### config.mk
export PLATFORM = sky130hd
export DESIGN_NAME = riscv_alu_decoder
export DESIGN_NICKNAME = d
export VERILOG_FILES = /design/src/rtl/riscv_alu_decoder.sv
export SDC_FILE = /design/constraint.sdc
export NUM_CORES = 1
export LEC_CHECK = 0
export CAP_MARGIN = 20
export CORE_ASPECT_RATIO = 2
export CORE_MARGIN = 10
export CORE_UTILIZATION = 24
export DETAILED_ROUTE_END_ITERATION = 10
export HOLD_SLACK_MARGIN = 0.15
export PLACE_DENSITY_LB_ADDON = 0.1
export SYNTH_ARGS = -nofsm -noshare
export SYNTH_HDL_FRONTEND = slang
export SYNTH_SLANG_ARGS = --single-unit
### constraint.sdc
create_clock -name clk -period 2.9 [get_ports clk]
set_clock_uncertainty 0.05 [all_clocks]
set_input_delay 0.58 -clock clk [delete_from_list [all_inputs] [get_ports clk]]
set_output_delay 0.58 -clock clk [all_outputs]
set_load 0.1 [all_outputs]
### src/rtl/riscv_alu_decoder.sv
// RV32I decode stage producing the riscv_alu control word, with a registered output and a 2-entry skid buffer.
// Optional build macro ALU_DEC_ILLEGAL_TRAP_EN: propagate illegal instructions flagged instead of squashing them to NOPs.
module riscv_alu_decoder #(
  parameter int unsigned     XLEN     = 32,
  parameter logic [XLEN-1:0] RESET_PC = '0
) (
  input  logic            clk,
  input  logic            rst,
  input  logic            flush,
  input  logic            in_valid,
  output logic            in_ready,
  input  logic [31:0]     in_instr,
  input  logic [XLEN-1:0] in_pc,
  output logic            out_valid,
  input  logic            out_ready,
  output logic [3:0]      out_alu_op,
  output logic [1:0]      out_a_sel,
  output logic            out_use_imm,
  output logic [XLEN-1:0] out_imm,
  output logic [4:0]      out_rs1,
  output logic [4:0]      out_rs2,
  output logic [4:0]      out_rd,
  output logic            out_rd_we,
  output logic [XLEN-1:0] out_pc,
  output logic            out_illegal
);

  localparam logic [3:0] ALU_ADD     = 4'd0;
  localparam logic [3:0] ALU_SUB     = 4'd1;
  localparam logic [3:0] ALU_SHIFTL  = 4'd2;
  localparam logic [3:0] ALU_SLT     = 4'd3;
  localparam logic [3:0] ALU_SLTU    = 4'd4;
  localparam logic [3:0] ALU_XOR     = 4'd5;
  localparam logic [3:0] ALU_SHIFTR  = 4'd6;
  localparam logic [3:0] ALU_SHIFTRA = 4'd7;
  localparam logic [3:0] ALU_OR      = 4'd8;
  localparam logic [3:0] ALU_AND     = 4'd9;

  localparam logic [1:0] A_RS1  = 2'd0;
  localparam logic [1:0] A_PC   = 2'd1;
  localparam logic [1:0] A_ZERO = 2'd2;

  localparam logic [6:0] OPC_OP_IMM = 7'b0010011;
  localparam logic [6:0] OPC_OP     = 7'b0110011;
  localparam logic [6:0] OPC_LUI    = 7'b0110111;
  localparam logic [6:0] OPC_AUIPC  = 7'b0010111;

  localparam logic [6:0] F7_BASE = 7'b0000000;
  localparam logic [6:0] F7_ALT  = 7'b0100000;

  typedef struct packed {
    logic [3:0]      alu_op;
    logic [1:0]      a_sel;
    logic            use_imm;
    logic [XLEN-1:0] imm;
    logic [4:0]      rs1;
    logic [4:0]      rs2;
    logic [4:0]      rd;
    logic            rd_we;
    logic [XLEN-1:0] pc;
    logic            illegal;
  } word_t;

  logic [6:0] opcode;
  logic [2:0] funct3;
  logic [6:0] funct7;
  logic       legal;
  word_t      dec;
  word_t      o_word;
  word_t      s_word;
  logic       o_valid;
  logic       s_valid;
  logic       accept;

  assign opcode = in_instr[6:0];
  assign funct3 = in_instr[14:12];
  assign funct7 = in_instr[31:25];

  always_comb begin
    legal       = 1'b0;
    dec         = '0;
    dec.pc      = in_pc;
    dec.rs1     = in_instr[19:15];
    dec.rs2     = in_instr[24:20];
    dec.rd      = in_instr[11:7];
    dec.alu_op  = ALU_ADD;
    dec.a_sel   = A_RS1;
    unique case (opcode)
      OPC_OP_IMM: begin
        dec.use_imm = 1'b1;
        dec.imm     = XLEN'($signed(in_instr[31:20]));
        legal       = 1'b1;
        unique case (funct3)
          3'b000: dec.alu_op = ALU_ADD;
          3'b010: dec.alu_op = ALU_SLT;
          3'b011: dec.alu_op = ALU_SLTU;
          3'b100: dec.alu_op = ALU_XOR;
          3'b110: dec.alu_op = ALU_OR;
          3'b111: dec.alu_op = ALU_AND;
          3'b001: begin
            dec.alu_op = ALU_SHIFTL;
            dec.imm    = XLEN'(in_instr[24:20]);
            legal      = (funct7 == F7_BASE);
          end
          default: begin
            dec.imm = XLEN'(in_instr[24:20]);
            if (funct7 == F7_BASE)     dec.alu_op = ALU_SHIFTR;
            else if (funct7 == F7_ALT) dec.alu_op = ALU_SHIFTRA;
            else                       legal      = 1'b0;
          end
        endcase
      end
      OPC_OP: begin
        if (funct7 == F7_BASE) begin
          legal = 1'b1;
          unique case (funct3)
            3'b000:  dec.alu_op = ALU_ADD;
            3'b001:  dec.alu_op = ALU_SHIFTL;
            3'b010:  dec.alu_op = ALU_SLT;
            3'b011:  dec.alu_op = ALU_SLTU;
            3'b100:  dec.alu_op = ALU_XOR;
            3'b101:  dec.alu_op = ALU_SHIFTR;
            3'b110:  dec.alu_op = ALU_OR;
            default: dec.alu_op = ALU_AND;
          endcase
        end else if (funct7 == F7_ALT) begin
          if (funct3 == 3'b000) begin
            dec.alu_op = ALU_SUB;
            legal      = 1'b1;
          end else if (funct3 == 3'b101) begin
            dec.alu_op = ALU_SHIFTRA;
            legal      = 1'b1;
          end
        end
      end
      OPC_LUI: begin
        dec.a_sel   = A_ZERO;
        dec.use_imm = 1'b1;
        dec.imm     = XLEN'($signed({in_instr[31:12], 12'b0}));
        legal       = 1'b1;
      end
      OPC_AUIPC: begin
        dec.a_sel   = A_PC;
        dec.use_imm = 1'b1;
        dec.imm     = XLEN'($signed({in_instr[31:12], 12'b0}));
        legal       = 1'b1;
      end
      default: legal = 1'b0;
    endcase

    dec.rd_we = legal && (dec.rd != 5'd0);

    if (!legal) begin
`ifdef ALU_DEC_ILLEGAL_TRAP_EN
      dec.alu_op  = ALU_ADD;
      dec.rd_we   = 1'b0;
      dec.illegal = 1'b1;
`else
      // Squash to a harmless write-nothing ADD so downstream never sees the bad word.
      dec.alu_op  = ALU_ADD;
      dec.a_sel   = A_ZERO;
      dec.use_imm = 1'b1;
      dec.imm     = '0;
      dec.rd      = 5'd0;
      dec.rd_we   = 1'b0;
      dec.illegal = 1'b0;
`endif
    end
  end

  // in_ready is the inverted skid flop, so no combinational path from out_ready.
  assign in_ready = !s_valid;
  assign accept   = in_valid && !s_valid;

  always_ff @(posedge clk) begin
    if (rst) begin
      o_valid <= 1'b0;
      s_valid <= 1'b0;
      o_word  <= '0;
      o_word.pc <= RESET_PC;
      s_word  <= '0;
    end else if (flush) begin
      o_valid <= 1'b0;
      s_valid <= 1'b0;
    end else if (!o_valid || out_ready) begin
      if (s_valid) begin
        o_word  <= s_word;
        o_valid <= 1'b1;
        s_valid <= 1'b0;
      end else if (accept) begin
        o_word  <= dec;
        o_valid <= 1'b1;
      end else begin
        o_valid <= 1'b0;
      end
    end else if (accept) begin
      s_word  <= dec;
      s_valid <= 1'b1;
    end
  end

  assign out_valid   = o_valid;
  assign out_alu_op  = o_word.alu_op;
  assign out_a_sel   = o_word.a_sel;
  assign out_use_imm = o_word.use_imm;
  assign out_imm     = o_word.imm;
  assign out_rs1     = o_word.rs1;
  assign out_rs2     = o_word.rs2;
  assign out_rd      = o_word.rd;
  assign out_rd_we   = o_word.rd_we;
  assign out_pc      = o_word.pc;
  assign out_illegal = o_word.illegal;

endmodule

==> results.py, run 1 <==
metrics = {
    "synth": {
        "synth_xor_area_share_pct": 0.233,
        "synthMuxAreaShare_pct": 6.38,
        "ys_warn_count": 0,
        "syn_area_um2": 7530,
        "yosysSeqAreaShare_pct": 46.8,
        "post_synth.cell_area_avg_um2": 8.61,
        "syn_inst": 874,
        "yosys.area_share.simple_pct": 20.3,
        "synth_edf_count": 0,
        "ys_async_sr_fraction_pct": 0,
        "synth_seq_cells": 176,
        "synth-compound-area-share_pct": 21.2,
        "synth-main-ff-cell": "dfxtp_1",
        "synthAdderAreaFrac_pct": 0,
        "synth_top_area_cell": "dfxtp_1",
        "synth.top_cells.by_area": "dfxtp_1, nand2_1, mux2i_1, a21oi_1, a211oi_1",
        "ys_types": 58,
        "synth_top_family_by_area": "compound AO/OA/AOI/OAI gates",
        "synth_top_area_share_pct": 46.8,
        "syn-num-nets": 943,
    },
    "timing": {
        "tightest_slew_ns": 0.985,
        "final_max_slew_viol_count": 0,
        "finalHoldViolations": 0,
        "finalCritPeriodShare_pct": 79.8,
        "rsz0062_at_grt": "false",
        "finalCriticalPeriod_ns": 2.31,
        "finalSetupViolations": 0,
        "relSlewSlack_pct": 34.3,
        "max_freq_ghz": 0.432,
        "final.setup.tns_ns": 0,
    },
    "final_layout": {
        "syn_to_final_growth_pct": 33.8,
        "regArea_um2": 3530,
        "multiInputGateArea_um2": 3650,
        "nets": 1084,
        "drive_above_1_share_pct": 18.3,
        "final.fill_count": 3263,
        "antennaDiodeCount": 0,
    },
    "clocking": {
        "tritoncts": "yes",
        "cts_hold_buf": 0,
        "cts_buffers": 17,
        "postCtsSetupBuffers": 0,
        "root_buffer": "clkbuf_16",
        "clock-sinks": 176,
        "ctsResizeCount": 0,
        "clk_pin_slew_ns": 0.07,
        "clock_latency_ns": 0.44,
        "htreeDepth": 4,
        "cts_buffer_depth": 2,
    },
    "routing": {
        "vias_per_cell": 4.77,
        "drtIter0Drc": 270,
        "wire_per_inst_um": 18.9,
        "drc_errors": 0,
        "first_pass_iters": 4,
        "antenna_left": 0,
        "routed_wl_um": 27300,
        "vias": 6902,
    },
    "setup_path": {
        "cpMostUsedCell": "nor3b_1",
        "critPathTopFamily": "compound AO/OA/AOI/OAI gates",
        "crit_cells": 5,
        "crit_chain": "clkdlybuf4s50_1 > nor3b_1 > o32ai_4 > a311oi_4 > nor3b_1",
        "cp.buffers_inverters": 1,
        "end_kind": "flop",
        "rr_worst_depth": 4,
        "critPathArrivalTime_ns": 2.57,
        "start_kind": "input port",
        "slowest_stage": "a311oi_4",
        "required_ns": 3.15,
        "crit_fanout": 6,
        "max_stage_delay_ns": 0.62,
        "path_class": "in2reg",
    },
    "floorplan": {
        "start_util_pct": 24.4,
        "fp-row-count": 91,
        "die_w_um": 145,
        "io_pins": 159,
        "die-area_um2": 39300,
        "core-area_um2": 30900,
        "die_h_um": 270,
    },
    "placement": {
        "dp_hpwl_um": 19400,
        "numPortBuffers": 157,
        "place.gp.congestion": 0.810,
    },
    "grt": {
        "grt-ovfl-total": 0,
        "grt_max_degree": 49,
        "grt_pass1_vias": 7130,
        "antenna_found_initial": 0,
        "track_usage_pct": 13.8,
        "grt_pass1_wl_um": 42700,
    },
    "run_status": {
        "status": "finished clean",
    },
    "hold_path": {
        "holdCritPathClass": "reg2reg",
        "hold_path_depth": 2,
    },
    "flow_run": {
        "cap_violations": 0,
    },
    "power_and_ir_drop": {
        "power_uw": 5880,
        "p_per_area_nw_per_um2": 584,
        "ir_drop_mv": 0.403,
        "p_leak_uw": 0.00363,
    },
}
-- area by class of cell --
| class | count | area share (%) |
|---|---|---|
| tap | 418 | 5.20 |
| clock inverter | 11 | 1.07 |
| inverter | 10 | 0.373 |
| sequential | 176 | 35.0 |
| clock buffer | 21 | 4.57 |
| timing repair buffer | 204 | 17.5 |
| multi-input combinational | 606 | 36.3 |
-- per-stage QoR --
stage / setup slack, ns / hold slack [ns] / utilization [%] / instance area [µm²] / instances
after global routing: 0.458 / 0.415 / 32.6 / 10100 / 1446
after detailed placement: 0.125 / 0.394 / 30.8 / 9500 / 1414
final: 0.587 / 0.402 / 32.6 / 10100 / 1446
after global placement: 0.164 / 0.389 / 30.8 / 9500 / 1414
after floorplan: 0.440 / 0.382 / - / 7530 / 874
after CTS: 0.602 / 0.400 / 32.6 / 10100 / 1446
-- per-layer routing --
layer  global-route usage (%)  vias up  share of wire (%)
li1                         -     3439                  -
met1                     15.1     3282                 41
met2                     25.1      148                 53
met3                     2.82       33                3.2
met4                     5.75        0                2.5
met5                        0        -                  0
-- path summary, 6_finish.rpt --
kind	startpoint	to	slack [ns]
worst max-delay path	in_instr[14]	out_rd_we	0.59
worst min-delay path	s_word[37]	s_word[37]	0.40
worst max register to register	s_valid	out_imm[22]	0.67
worst min register to register	s_word[37]	s_word[37]	0.40
-- sequential cells by signal (all words and copies together), names as in the netlist --
name,flops
out_imm,32
out_a_sel,2
out_rd,5
out_rs2,5
out_pc,32
out_alu_op,4
s_word,87
s_valid,1
out_use_imm,1
out_rs1,5
out_valid,1
out_rd_we,1
-- worst reg2reg max path: cells and delay by family (launching register included) --
kind,cells,cell delay [ns]
simple gates,3,1.29
flops,1,0.55
compound gates,1,0.29
-- cell usage after synthesis, drive strengths merged, types with 2 or more instances --
cell,instances
dfxtp,176
nand2,132
a21oi,88
nor2,76
clkbuf,65
a211oi,52
mux2i,48
nand4,46
o21ai,33
nand2b,23
a32o,21
buf,17
nor3,11
nand3,10
inv,9
a221oi,7
and3,6
a2111oi,5
o31ai,5
nor2b,4
nor4,4
nor3b,3
a311oi,2
a31o,2
o2111ai,2
o211a,2
o221ai,2
or3b,2
or4,2
-- layout by cell type, fill, tap and decap left out, drive strengths merged, types with 2 or more instances in the layout --
cell type / instances
dfxtp: 176
buf: 137
nand2: 132
a21oi: 88
nor2: 76
clkdlybuf4s50: 67
a211oi: 52
mux2i: 48
nand4: 46
o21ai: 33
nand2b: 23
a32o: 21
clkbuf: 21
nor3: 11
inv: 11
nand3: 10
clkinv: 8
a221oi: 7
and3: 6
a2111oi: 5
o31ai: 5
nor2b: 4
nor4: 4
nor3b: 3
or3b: 2
o221ai: 2
o2111ai: 2
a31o: 2
o211a: 2
or4: 2
a311oi: 2
-- power breakdown --
group          internal (µW)  switching (µW)
clock                   1240            1040
combinational            291             785
sequential              2490            39.9
total                   4020            1860
-- cell families after synthesis --
logic type	after synthesis
AO/OA/AOI/OAI	229
XOR/XNOR	2
buffers and inverters	92
other	1
multiplexers	48
flip-flops	176
AND/OR/NAND/NOR	326
Note: power is estimated with default switching activity, not from simulation.
==> run 2: changes to the inputs <==
==> constraint.sdc (replaced) <==
create_clock -name clk -period 2.3 [get_ports clk]
set_clock_uncertainty 0.05 [all_clocks]
set_input_delay 0.46 -clock clk [delete_from_list [all_inputs] [get_ports clk]]
set_output_delay 0.46 -clock clk [all_outputs]
set_load 0.1 [all_outputs]
==> results.py, run 2 (synthesis gave the netlist of run 1 again) <==
metrics = {
    "power_and_ir_drop": {
        "sw_frac_of_total_pct": 31.2,
        "switchingPower_uw": 2330,
        "p_per_area_nw_per_um2": 703,
        "power_uw": 7470,
        "combPwrFrac_pct": 19.1,
        "p_leak_uw": 0.00393,
        "seqPwrFrac_pct": 42.7,
        "p_int_uw": 5140,
        "power_frac_clock_pct": 38.2,
        "ir_drop_mv": 0.529,
    },
    "clocking": {
        "clock_latency_ns": 0.44,
        "cts_buffers": 17,
        "clk_pin_slew_ns": 0.07,
        "tritoncts": "yes",
        "cts_hold_buf": 0,
        "postCtsSetupBuffers": 0,
        "root_buffer": "clkbuf_16",
        "cts_buffer_depth": 2,
        "clock-sinks": 176,
        "htreeDepth": 4,
        "ctsResizeCount": 0,
    },
    "final_layout": {
        "regMostFlops": "s_word",
        "layout_common_cells": "dfxtp_1, buf_4, nand2_1",
        "largest_register_ffs": 87,
        "final_common_cell": "dfxtp_1",
        "syn_to_final_growth_pct": 41.1,
        "fin_util_pct": 34.4,
        "antennaDiodeCount": 0,
        "nets": 1137,
        "drive_above_1_share_pct": 22.2,
    },
    "floorplan": {
        "io_pins": 159,
        "start_util_pct": 24.4,
        "core-area_um2": 30900,
        "fp-row-count": 91,
        "die_w_um": 145,
        "die-area_um2": 39300,
        "die_h_um": 270,
    },
    "timing": {
        "finalSetupViolations": 0,
        "relSlewSlack_pct": 63.4,
        "finalCriticalPeriod_ns": 2.10,
        "tightest_slew_ns": 0.549,
        "finalHoldViolations": 0,
        "finalCritPeriodShare_pct": 91.2,
        "max_freq_ghz": 0.477,
        "final_max_slew_viol_count": 0,
        "rsz0062_at_grt": "false",
    },
    "setup_path": {
        "critPathTopFamily": "compound AO/OA/AOI/OAI gates",
        "path_class": "in2reg",
        "crit_chain": "clkdlybuf4s50_1 > or4_4 > o32ai_4 > a311oi_4 > a2111oi_2",
        "max_stage_delay_ns": 0.54,
        "end_kind": "flop",
        "required_ns": 2.59,
        "rr_endpoint": "out_rd[0]",
        "critPathArrivalTime_ns": 2.39,
        "start_kind": "input port",
        "cp.buffers_inverters": 1,
        "slowest_stage": "clkdlybuf4s50_1",
        "ff2ff_setup_slack_ns": 0.53,
        "reg2reg_from": "s_valid",
        "rr_worst_depth": 7,
        "crit_fanout": 6,
    },
    "placement": {
        "place.gp.congestion": 0.765,
        "numPortBuffers": 157,
        "dp_hpwl_um": 20100,
    },
    "routing": {
        "wire_per_inst_um": 18.4,
        "first_pass_iters": 5,
        "routed_wl_um": 27500,
        "vias": 6981,
        "drc_errors": 0,
        "vias_per_cell": 4.66,
        "drtIter0Drc": 265,
        "antenna_left": 0,
    },
    "hold_path": {
        "min-delay-start": "rst",
        "hold_path_depth": 2,
        "holdCritPathClass": "in2reg",
        "hold_path_end": "s_word[48]",
    },
    "grt": {
        "antenna_found_initial": 0,
        "grt_pass1_wl_um": 43200,
        "grt_pass1_vias": 7331,
        "grt_max_degree": 48,
        "grt-ovfl-total": 0,
        "track_usage_pct": 14.0,
    },
    "run_status": {
        "status": "finished clean",
    },
    "flow_run": {
        "cap_violations": 0,
    },
}
run 2: cell types whose count changed in the layout (fill, tap and decap cells not counted):
| cell | delta |
|---|---|
| clkbuf_8 | +1 |
| inv_8 | -1 |
| clkinv_4 | -3 |
| buf_12 | +13 |
| clkinvlp_4 | +1 |
| clkinv_2 | -1 |
| buf_4 | +40 |
| dfxtp_2 | +1 |
| inv_6 | +1 |
| dfxtp_1 | -1 |
run 2: power groups by stage:
stage / registers [µW] / logic [µW] / clock network, µW
3_3_place_gp: 3260 / 1450 / 0
6_report: 3190 / 1430 / 2850
2_1_floorplan: 3820 / 342 / 0
5_1_grt: 3200 / 1510 / 3090
4_1_cts: 3190 / 1450 / 2990
3_5_place_dp: 3260 / 1450 / 0
run 2: worst register-to-register path: stages, from the launching register on:
cell       delay (ns)
dfxtp_4          0.51
nor2_1           0.10
buf_4            0.15
nor3_4           0.16
buf_12           0.15
buf_12           0.16
nor2_1           0.07
a2111oi_2        0.32
run 2: worst max-delay path by stage:
stage                  from     endpoint  slack, ns  cells past startpoint
3_3_place_gp   in_instr[28]    out_rd[2]      -0.25                      5
3_5_place_dp   in_instr[28]    out_rd[0]      -0.27                      5
6_report       in_instr[28]    out_rd[0]       0.20                      5
2_1_floorplan       s_valid  out_use_imm       0.11                      5
5_1_grt        in_instr[28]    out_rd[2]       0.12                      5
4_1_cts        in_instr[28]    out_rd[0]       0.20                      5
run 2: routing by layer:
metal,wire length (µm),global-route usage [%],up-vias
met5,0,0,-
met4,343,4.33,0
met3,908,3.22,19
met2,15200,26.7,124
met1,11000,14.6,3291
li1,-,-,3547
run 2: final cells by class:
type                            count  area [µm²]
Multi-Input combinational cell    606        3650
Timing Repair Buffer              257        2320
Inverter                           10        37.5
Sequential cell                   176        3530
Clock buffer                       22         474
Fill cell                        3250       20200
Clock inverter                      8        81.3
Tap cell                          418         523
run 2: through the flow:
step	cells	instance area (µm²)	setup slack, ns	setup TNS (ns)	hold slack, ns
3_3_place_gp	1467	10100	-0.248	-9.82	0.388
3_5_place_dp	1467	10100	-0.274	-10.96	0.395
6_report	1497	10600	0.203	0	0.262
2_1_floorplan	874	7530	0.110	0	0.382
5_1_grt	1497	10600	0.117	0	0.256
4_1_cts	1497	10600	0.204	0	0.234
